**src/rtl/regfile_param.sv**
```systemverilog
// Parametrised register file with two registered read ports, optional write-to-read bypass,
// optional hardwired-zero entry 0 and a one-entry-per-cycle clear sweep.
module regfile_param #(
  parameter int unsigned DATA_W   = 8,
  parameter int unsigned ADDR_W   = 2,
  parameter bit          ZERO_REG = 1'b0,
  parameter bit          BYPASS   = 1'b1
) (
  input  logic              clk_i,
  input  logic              rst_ni,
  input  logic              write_enable_i,
  input  logic [ADDR_W-1:0] write_addr_i,
  input  logic [DATA_W-1:0] write_data_i,
  input  logic              read_en_i,
  input  logic [ADDR_W-1:0] read_addr1_i,
  input  logic [ADDR_W-1:0] read_addr2_i,
  output logic [DATA_W-1:0] read_data1_o,
  output logic [DATA_W-1:0] read_data2_o,
  input  logic              clear_req_i,
  output logic              busy_o,
  output logic              write_drop_o
);

  localparam int unsigned       Depth   = 2 ** ADDR_W;
  localparam logic [ADDR_W-1:0] LastPtr = ADDR_W'(Depth - 1);

  typedef enum logic [0:0] {StIdle, StClear} state_e;

  state_e            state_q, state_d;
  logic [ADDR_W-1:0] clr_ptr_q, clr_ptr_d;
  logic              busy_q, busy_d;
  logic              drop_q, drop_d;
  logic [DATA_W-1:0] rd1_q, rd1_d;
  logic [DATA_W-1:0] rd2_q, rd2_d;
  logic [DATA_W-1:0] mem_q [Depth];

  logic              mem_we;
  logic [ADDR_W-1:0] mem_waddr;
  logic [DATA_W-1:0] mem_wdata;

  // Read value for one port in IDLE; stored is the pre-write array content.
  function automatic logic [DATA_W-1:0] read_sel(
    input logic [ADDR_W-1:0] addr,
    input logic [DATA_W-1:0] stored,
    input logic              we,
    input logic [ADDR_W-1:0] waddr,
    input logic [DATA_W-1:0] wdata
  );
    logic [DATA_W-1:0] val;
    if (ZERO_REG && (addr == '0)) begin
      val = '0;
    end else if (BYPASS && we && (waddr == addr)) begin
      val = wdata;
    end else begin
      val = stored;
    end
    return val;
  endfunction

  always_comb begin
    state_d   = state_q;
    clr_ptr_d = clr_ptr_q;
    busy_d    = busy_q;
    drop_d    = 1'b0;
    rd1_d     = rd1_q;
    rd2_d     = rd2_q;
    mem_we    = 1'b0;
    mem_waddr = write_addr_i;
    mem_wdata = write_data_i;

    unique case (state_q)
      StClear: begin
        mem_we    = 1'b1;
        mem_waddr = clr_ptr_q;
        mem_wdata = '0;
        clr_ptr_d = clr_ptr_q + 1'b1;
        drop_d    = write_enable_i;
        if (read_en_i) begin
          rd1_d = '0;
          rd2_d = '0;
        end
        // Compare before increment so the pointer never wraps into a second sweep.
        if (clr_ptr_q == LastPtr) begin
          state_d = StIdle;
          busy_d  = 1'b0;
        end
      end
      StIdle: begin
        if (read_en_i) begin
          rd1_d = read_sel(read_addr1_i, mem_q[read_addr1_i], write_enable_i, write_addr_i,
                           write_data_i);
          rd2_d = read_sel(read_addr2_i, mem_q[read_addr2_i], write_enable_i, write_addr_i,
                           write_data_i);
        end
        if (write_enable_i && !(ZERO_REG && (write_addr_i == '0))) begin
          mem_we = 1'b1;
        end
        if (clear_req_i) begin
          state_d   = StClear;
          clr_ptr_d = '0;
          busy_d    = 1'b1;
        end
      end
      default: begin
        state_d = StIdle;
      end
    endcase
  end

  always_ff @(posedge clk_i) begin
    if (!rst_ni) begin
      state_q   <= StClear;
      clr_ptr_q <= '0;
      busy_q    <= 1'b1;
      drop_q    <= 1'b0;
      rd1_q     <= '0;
      rd2_q     <= '0;
    end else begin
      state_q   <= state_d;
      clr_ptr_q <= clr_ptr_d;
      busy_q    <= busy_d;
      drop_q    <= drop_d;
      rd1_q     <= rd1_d;
      rd2_q     <= rd2_d;
    end
  end

  // Array has no reset; the sweep that follows reset zeroes it.
  always_ff @(posedge clk_i) begin
    if (rst_ni && mem_we) begin
      mem_q[mem_waddr] <= mem_wdata;
    end
  end

  assign read_data1_o = rd1_q;
  assign read_data2_o = rd2_q;
  assign busy_o       = busy_q;
  assign write_drop_o = drop_q;

endmodule

```
**config.mk**
```make
export PLATFORM = sky130hd
export DESIGN_NAME = regfile_param
export DESIGN_NICKNAME = d
export VERILOG_FILES = /design/src/rtl/regfile_param.sv
export SDC_FILE = /design/constraint.sdc
export NUM_CORES = 1
export LEC_CHECK = 0
export CAP_MARGIN = 40
export CORE_ASPECT_RATIO = 1.2
export CORE_UTILIZATION = 30
export DETAILED_ROUTE_END_ITERATION = 7
export MAX_ROUTING_LAYER = met4
export PLACE_DENSITY = 0.49
export RECOVER_POWER = 100
export SYNTH_ARGS = -nofsm -noshare
export SYNTH_HDL_FRONTEND = slang
export SYNTH_SLANG_ARGS = --single-unit
```
**constraint.sdc**
```tcl
create_clock -name clk_i -period 3.9 [get_ports clk_i]
set_input_delay 0.975 -clock clk_i [delete_from_list [all_inputs] [get_ports clk_i]]
set_output_delay 0.975 -clock clk_i [all_outputs]
set_load 0.01 [all_outputs]
```
==> results.md, run 1 <==
- Status: completed
- Drt initial violations: 39
- Syn_nets: between 200 and 250
- Routability cong.: 0.6963
- Initial Util: 0.3142
- Cell taking the most area after synthesis: edfxtp_1
- Core Area: 8243 µm²
- Largest cells by area after synthesis: edfxtp_1 (37%), dfxtp_1 (16%), mux4_1 (8.1%), o211ai_2 (7.7%), mux4_2 (7.0%)
- Relative slew slack: 0.5252
- Post-CTS Repair Setup Buffers: 0
- CTS resizes: 0
- RSZ-0062 raised after global routing: false
- Vias: 1618
- Clock Latency Late Sink: approximately 0.31 ns
- Placement Rows: 36
- # hold bufs at CTS: 0
- First-pass GRT wire length: ~8900 µm
- Sink Count: between 50 and 60
- Register area share after synthesis: 0.5333
- IO Port Bufs: 36
- Antenna-violating nets left: 0
- PD cells: 356.5 nW/µm²
- Final Cycle Share: 0.7247
- Endpoint class of the critical path: register
- CP endpoint: read_data2_o[2]
- Die W: 86.82 µm
- Hold slack: roughly 0.48 ns
- # nets final: 237
- Setup TNS: 0 ns
- Pre-Repair DR Iteration Count: 4
- Mean Syn Cell Area: 14.31 µm²
- Critical path class: in2reg
- Largest stage delay, worst path: 0.94 ns
- GR Overflow Total: 0
- Worst Skew: 0.007457 ns
- Worst r2r src: state_q
- HP Start: read_data2_o[3]
- Final setup vio count: 0
- FMAX: about 350 MHz
- Register-to-Register Path Depth: 4
- Slew @ Worst Pin: 0.7122 ns
- Worst vdd ir: 0.1596 mV
- Via/cell ratio: 4.873
- Cell variety after synth: 32
- Final Hold Viols: 0
- Total power: 0.001094 W
- Post-synth top area share: 0.3710
- Crit path cell chain: dlygate4sd3_1 > xor2_1 > or3_1 > o211ai_1
- Ant diodes: 0
- Setup slack, reg-to-reg: 1.84 ns
- Die Footprint: 9011 µm²
- Antenna violations before repair: 0
- Clock transition at path regs: 0.10 ns
- Die H: between 100 and 150 µm
- CTS tree: built
- GRT Util Overall: 0.1358
- Minimum clock period: 2.826 ns
- Number of CTS-inserted buffers: 5
- H-tree Lvls: 2
- Max Cap Viol: 0
- DP HPWL: 4151 µm
- Hold Crit Class: reg2reg
- Layout cells sized above 1: 0.1239
- Nature of the critical path startpoint: input pin
- Vias in the first global route: roughly 1600
- Total length of routed wires: 5455 µm
- Warnings, synthesis: 0
- LEAKAGE: 1.064 nW
- Post-Syn Instances: 181
- DRC Markers: 0
- Root buffer cell: clkbuf_8
- Max Slew Vio Count: 0
- Max FO, Critical Path: 9
- #FFs+latches synth: 53
- Deepest clock path buffer count: 2
- Largest net degree at the start of global routing: 25
- Crit path from: read_addr2_i[0]
- Worst EP arrival: 3.06 ns
- IO Count: 37
- FF-to-FF End: mem_q[0][3]
- Drt wl/cell: between 15 and 20 µm
- Layout area overhead: 18.45%
- Synthesized area: 2590 µm²
- Critical path required time: 4.13 ns
- CP max-delay cell: dlygate4sd3_1
worst max-delay path, delay by kind of cell:
kind                   cells  cell delay, ns
buffers and inverters      1            0.94
AND/OR/NAND/NOR            1            0.58
XOR/XNOR                   1            0.33
AO/OA/AOI/OAI              1            0.22
Yosys cell counts, drive strengths merged:
library cell / count
inv: 2
xor2: 4
and3: 1
nor2b: 12
edfxtp: 32
a21oi: 4
o21ai: 2
clkbuf: 4
mux4: 16
mux2i: 1
nor3b: 1
or3: 2
nor2: 6
nand2b: 1
nand2: 25
buf: 10
ha: 1
dfxtp: 21
and3b: 1
and2: 2
a31oi: 1
o311ai: 16
o211ai: 16
cell type report:
| type | instances | area (µm²) |
|---|---|---|
| clock buffer | 5 | 68.82 |
| clock inverter | 3 | 28.78 |
| fill | 808 | 5175 |
| inverter | 2 | 7.507 |
| multi-input combinational | 112 | 1041 |
| sequential | 53 | 1381 |
| tap | 114 | 142.6 |
| timing repair buffer | 43 | 397.9 |
worst min path at each step:
stage / endpoint / cells after the start
detailed placement: read_data2_o[3] / 2
global route: read_data1_o[6] / 2
global placement: read_data2_o[3] / 2
floorplan: read_data1_o[4] / 2
CTS: read_data2_o[3] / 2
finish: read_data2_o[3] / 2
metal layers:
layer	up-vias	global-route usage	share of wire
li1	789	-	-
met1	800	0.1672	0.43
met4	0	0.03929	0.0086
met3	2	0.02470	0.033
met5	-	-	0
met2	27	0.2255	0.53
cells in the final DEF (no fill, tap or decap):
master / count
edfxtp_1: 32
dlygate4sd3_1: 31
nand2_1: 25
dfxtp_1: 21
o311ai_0: 15
nor2b_1: 12
o211ai_1: 11
mux4_1: 8
mux4_2: 8
nor2_1: 6
o211ai_2: 5
clkbuf_8: 5
clkdlybuf4s50_1: 5
a21oi_1: 4
clkbuf_1: 4
buf_4: 3
xor2_1: 2
or3_1: 2
o21ai_0: 2
inv_6: 2
inv_1: 1
and2_0: 1
a31oi_1: 1
mux2i_1: 1
nand2b_1: 1
inv_2: 1
xor2_4: 1
and3b_1: 1
xor2_2: 1
and2_1: 1
and3_1: 1
o311ai_1: 1
nor3b_1: 1
ha_1: 1
inv_8: 1
report_power, final:
part / switching, W / total [W] / internal, W
clock: 0.000192 / 0.000328 / 0.000136
combinational: 0.0000714 / 0.000133 / 0.0000616
sequential: 0.0000129 / 0.000632 / 0.000620
registers in the layout (all words and copies together), names as in the netlist:
name and count:
busy_o 1, clr_ptr_q 2, mem_q 32, read_data1_o 8, read_data2_o 8, state_q 1
write_drop_o 1
cell families after synthesis:
family	after synthesis	share of synthesized area
flops	53	0.5333
xor+xnor	4	0.02657
buf+inv	16	0.04057
compound gates	39	0.1454
fa+ha+maj	1	0.004830
mux	17	0.1546
simple gates	51	0.09469
metrics by stage:
step	instance area, µm²	instances	utilization	worst slack, ns
finish	3068	332	0.3722	1.074
global route	3068	332	0.3722	0.8361
detailed placement	3048	324	0.3698	0.7937
CTS	3146	332	0.3816	1.120
global placement	3048	324	0.3698	0.8187
floorplan	2590	181	-	1.887
Power figures use the tool's default switching activity.
==> inputs of run 2 (changes only) <==
- PLACE_DENSITY: 0.49 -> 0.51
- clock period: 3.9 -> 2.6 ns (I/O delays scaled with it)
==> results.md, run 2 (synthesized netlist as in run 1, its figures left out) <==
- Deepest clock path buffer count: 2 (unchanged)
- Final Hold Viols: 0 (unchanged)
- GRT Util Overall: 0.1313 (was 0.1358)
- Worst EP arrival: 2.15 ns (was 3.06 ns)
- Largest net degree at the start of global routing: 25 (unchanged)
- Layout cells sized above 1: 0.1652 (was 0.1239)
- Seq pwr share: 0.577 (was 0.578)
- LEAKAGE: 1.117 nW (was 1.064 nW)
- Antenna-violating nets left: 0 (unchanged)
- Dpl ws: 0.2401 ns (was 0.7937 ns)
- DRC Markers: 0 (unchanged)
- Root buffer cell: clkbuf_8 (unchanged)
- Die H: 103.8 µm (unchanged)
- Total power: 0.001645 W (was 0.001094 W)
- Antenna violations before repair: 0 (unchanged)
- Drt wl/cell: 15.62 µm (was 16.43 µm)
- Critical path class: in2reg (unchanged)
- # nets final: 243 (was 237)
- Die Footprint: 9011 µm² (unchanged)
- Setup TNS: 0 ns (unchanged)
- Non-Filler Instances: 338 (was 332)
- Internal power: 0.001231 W (was 0.0008170 W)
- Drt initial violations: 34 (was 39)
- Initial Util: 0.3142 (unchanged)
- Clock Latency Late Sink: 0.31 ns (about the same)
- CP delay by family, top: buffers and inverters (unchanged)
- Slew @ Worst Pin: 0.6127 ns (was 0.7122 ns)
- Vias: 1624 (was 1618)
- Placement Rows: 36 (unchanged)
- Sw Pwr: 0.0004138 W (was 0.0002767 W)
- Number of CTS-inserted buffers: 5 (unchanged)
- Sink Count: 53 (unchanged)
- IO Count: 37 (unchanged)
- Commonest non-fill, non-tap cell in the layout: edfxtp_1 (unchanged)
- Max FO, Critical Path: 8 (was 9)
- Worst Skew: 0.004000 ns (was 0.007457 ns)
- Worst vdd ir: 0.2079 mV (was 0.1596 mV)
- Clock transition at path regs: 0.10 ns (about the same)
- Crit path cell chain: dlygate4sd3_1 > mux2i_1 > nand2_1 > nor2_1 > clkbuf_1 (was dlygate4sd3_1 > xor2_1 > or3_1 > o211ai_1)
- Relative slew slack: 0.5909 (was 0.5252)
- Max Cap Viol: 0 (unchanged)
- Clock network power share: 0.295 (was 0.300)
- Nature of the critical path startpoint: input pin (unchanged)
- Final Util: 0.3821 (was 0.3722)
- Routability cong.: 0.7915 (was 0.6963)
- Status: completed (unchanged)
- Die W: 86.82 µm (unchanged)
- Via/cell ratio: 4.805 (was 4.873)
- Layout area overhead: 21.59% (was 18.45%)
- Max Slew Vio Count: 0 (unchanged)
- IO Port Bufs: 36 (unchanged)
- Most flops, register: mem_q (unchanged)
- Comb power frac: 0.129 (was 0.122)
- CP max-delay cell: dlygate4sd3_1 (unchanged)
- Hold Crit Class: reg2reg (unchanged)
- Post-CTS Repair Setup Buffers: 0 (unchanged)
- First-pass GRT wire length: 8521 µm (was 8852 µm)
- Pre-Repair DR Iteration Count: 4 (unchanged)
- Minimum clock period: roughly 2.2 ns
- Max FFs per register: 32 (unchanged)
- DP HPWL: 4050 µm (was 4151 µm)
- Reg area: 1381 µm² (unchanged)
- H-tree Lvls: 2 (unchanged)
- Ant diodes: 0 (unchanged)
- Core Area: 8243 µm² (unchanged)
- GR Overflow Total: 0 (unchanged)
- CTS resizes: 0 (unchanged)
- Final Cycle Share: 0.8422
- Largest stage delay, worst path: 0.65 ns (was 0.94 ns)
- Vias in the first global route: 1611 (was 1605)
- FMAX: 456.7 MHz
- CTS tree: built (unchanged)
- # hold bufs at CTS: 0 (unchanged)
- RSZ-0062 raised after global routing: false (unchanged)
- Endpoint class of the critical path: register (unchanged)
- Final setup vio count: 0 (unchanged)
- Fill count: 769 (was 808)
- PD cells: 522.2 nW/µm² (was 356.5 nW/µm²)
- Critical path required time: 2.56 ns (was 4.13 ns)
- Total length of routed wires: 5281 µm (was 5455 µm)
- Setup WS post-layout: 0.4103 ns (was 1.074 ns)
- Buf+Inv Stages, Crit Path: 2 (was 1)
- Placed cells: 330 (was 324)
- Switching part of the total: 0.2516 (was 0.2530)
- Most frequent cells in the layout: edfxtp_1 (32), dlygate4sd3_1 (30), nand2_1 (25), dfxtp_1 (21), o311ai_0 (15) (was edfxtp_1 (32), dlygate4sd3_1 (31), nand2_1 (25), dfxtp_1 (21), o311ai_0 (15))
- Multi-input gate area: 1046 µm² (was 1041 µm²)
[run 2: changes by cell type in the layout (fill, tap and decap cells not counted)]
| cell | change |
|---|---|
| clkinv_4 | +2 |
| o211ai_1 | -1 |
| buf_12 | +2 |
| o211ai_2 | +1 |
| clkbuf_2 | +1 |
| inv_6 | -1 |
| clkbuf_1 | -3 |
| dlygate4sd3_1 | -1 |
| inv_8 | -1 |
| clkdlybuf4s50_1 | +1 |
| buf_4 | +6 |
[run 2: worst paths after layout]
kind	to	slack [ns]	depth (start not counted)	start
setup / recovery	mem_q[1][3]	0.41	5	write_addr_i[1]
hold / removal	read_data1_o[7]	0.47	2	read_data1_o[7]
setup reg to reg	mem_q[1][3]	0.59	4	state_q
hold reg to reg	read_data1_o[7]	0.47	2	read_data1_o[7]
[run 2: power groups by stage]
stage,clock network [W],logic [W],registers [W]
after floorplan,0,0.000135,0.000961
after global placement,0,0.000226,0.000968
after detailed placement,0,0.000226,0.000968
after CTS,0.000503,0.000227,0.000949
after global routing,0.000526,0.000230,0.000954
final,0.000484,0.000212,0.000949
[run 2: worst min-delay path: stages, from the launching register on]
cell and delay (ns):
dfxtp_1 0.34, nand2_1 0.06, o211ai_2 0.05
[run 2: per-layer routing]
layer  vias to the layer above  GRT usage  share of wire  routed length [µm]
met3                         7    0.02629          0.031                 164
met5                         -          -              0                   0
met2                        30     0.2109           0.50                2658
met1                       790     0.1608           0.45                2361
met4                         0    0.05119          0.018                  96
li1                        797          -              -                   -
[run 2: through the flow]
stage | hold WS (ns) | instance area, µm²
floorplan | 0.5059 | 2590
detailed placement | 0.4490 | 3118
global placement | 0.4481 | 3118
finish | 0.4729 | 3149
global route | 0.5027 | 3149
CTS | 0.4810 | 3213
[run 2: final cells by class]
| type | count | area share |
|---|---|---|
| clock inverters | 3 | 0.008343 |
| well taps | 114 | 0.04529 |
| clock buffers | 5 | 0.02185 |
| multi-input cells | 112 | 0.3321 |
| inverters | 2 | 0.002384 |
| flip-flops and latches | 53 | 0.4386 |
| repair buffers | 49 | 0.1514 |
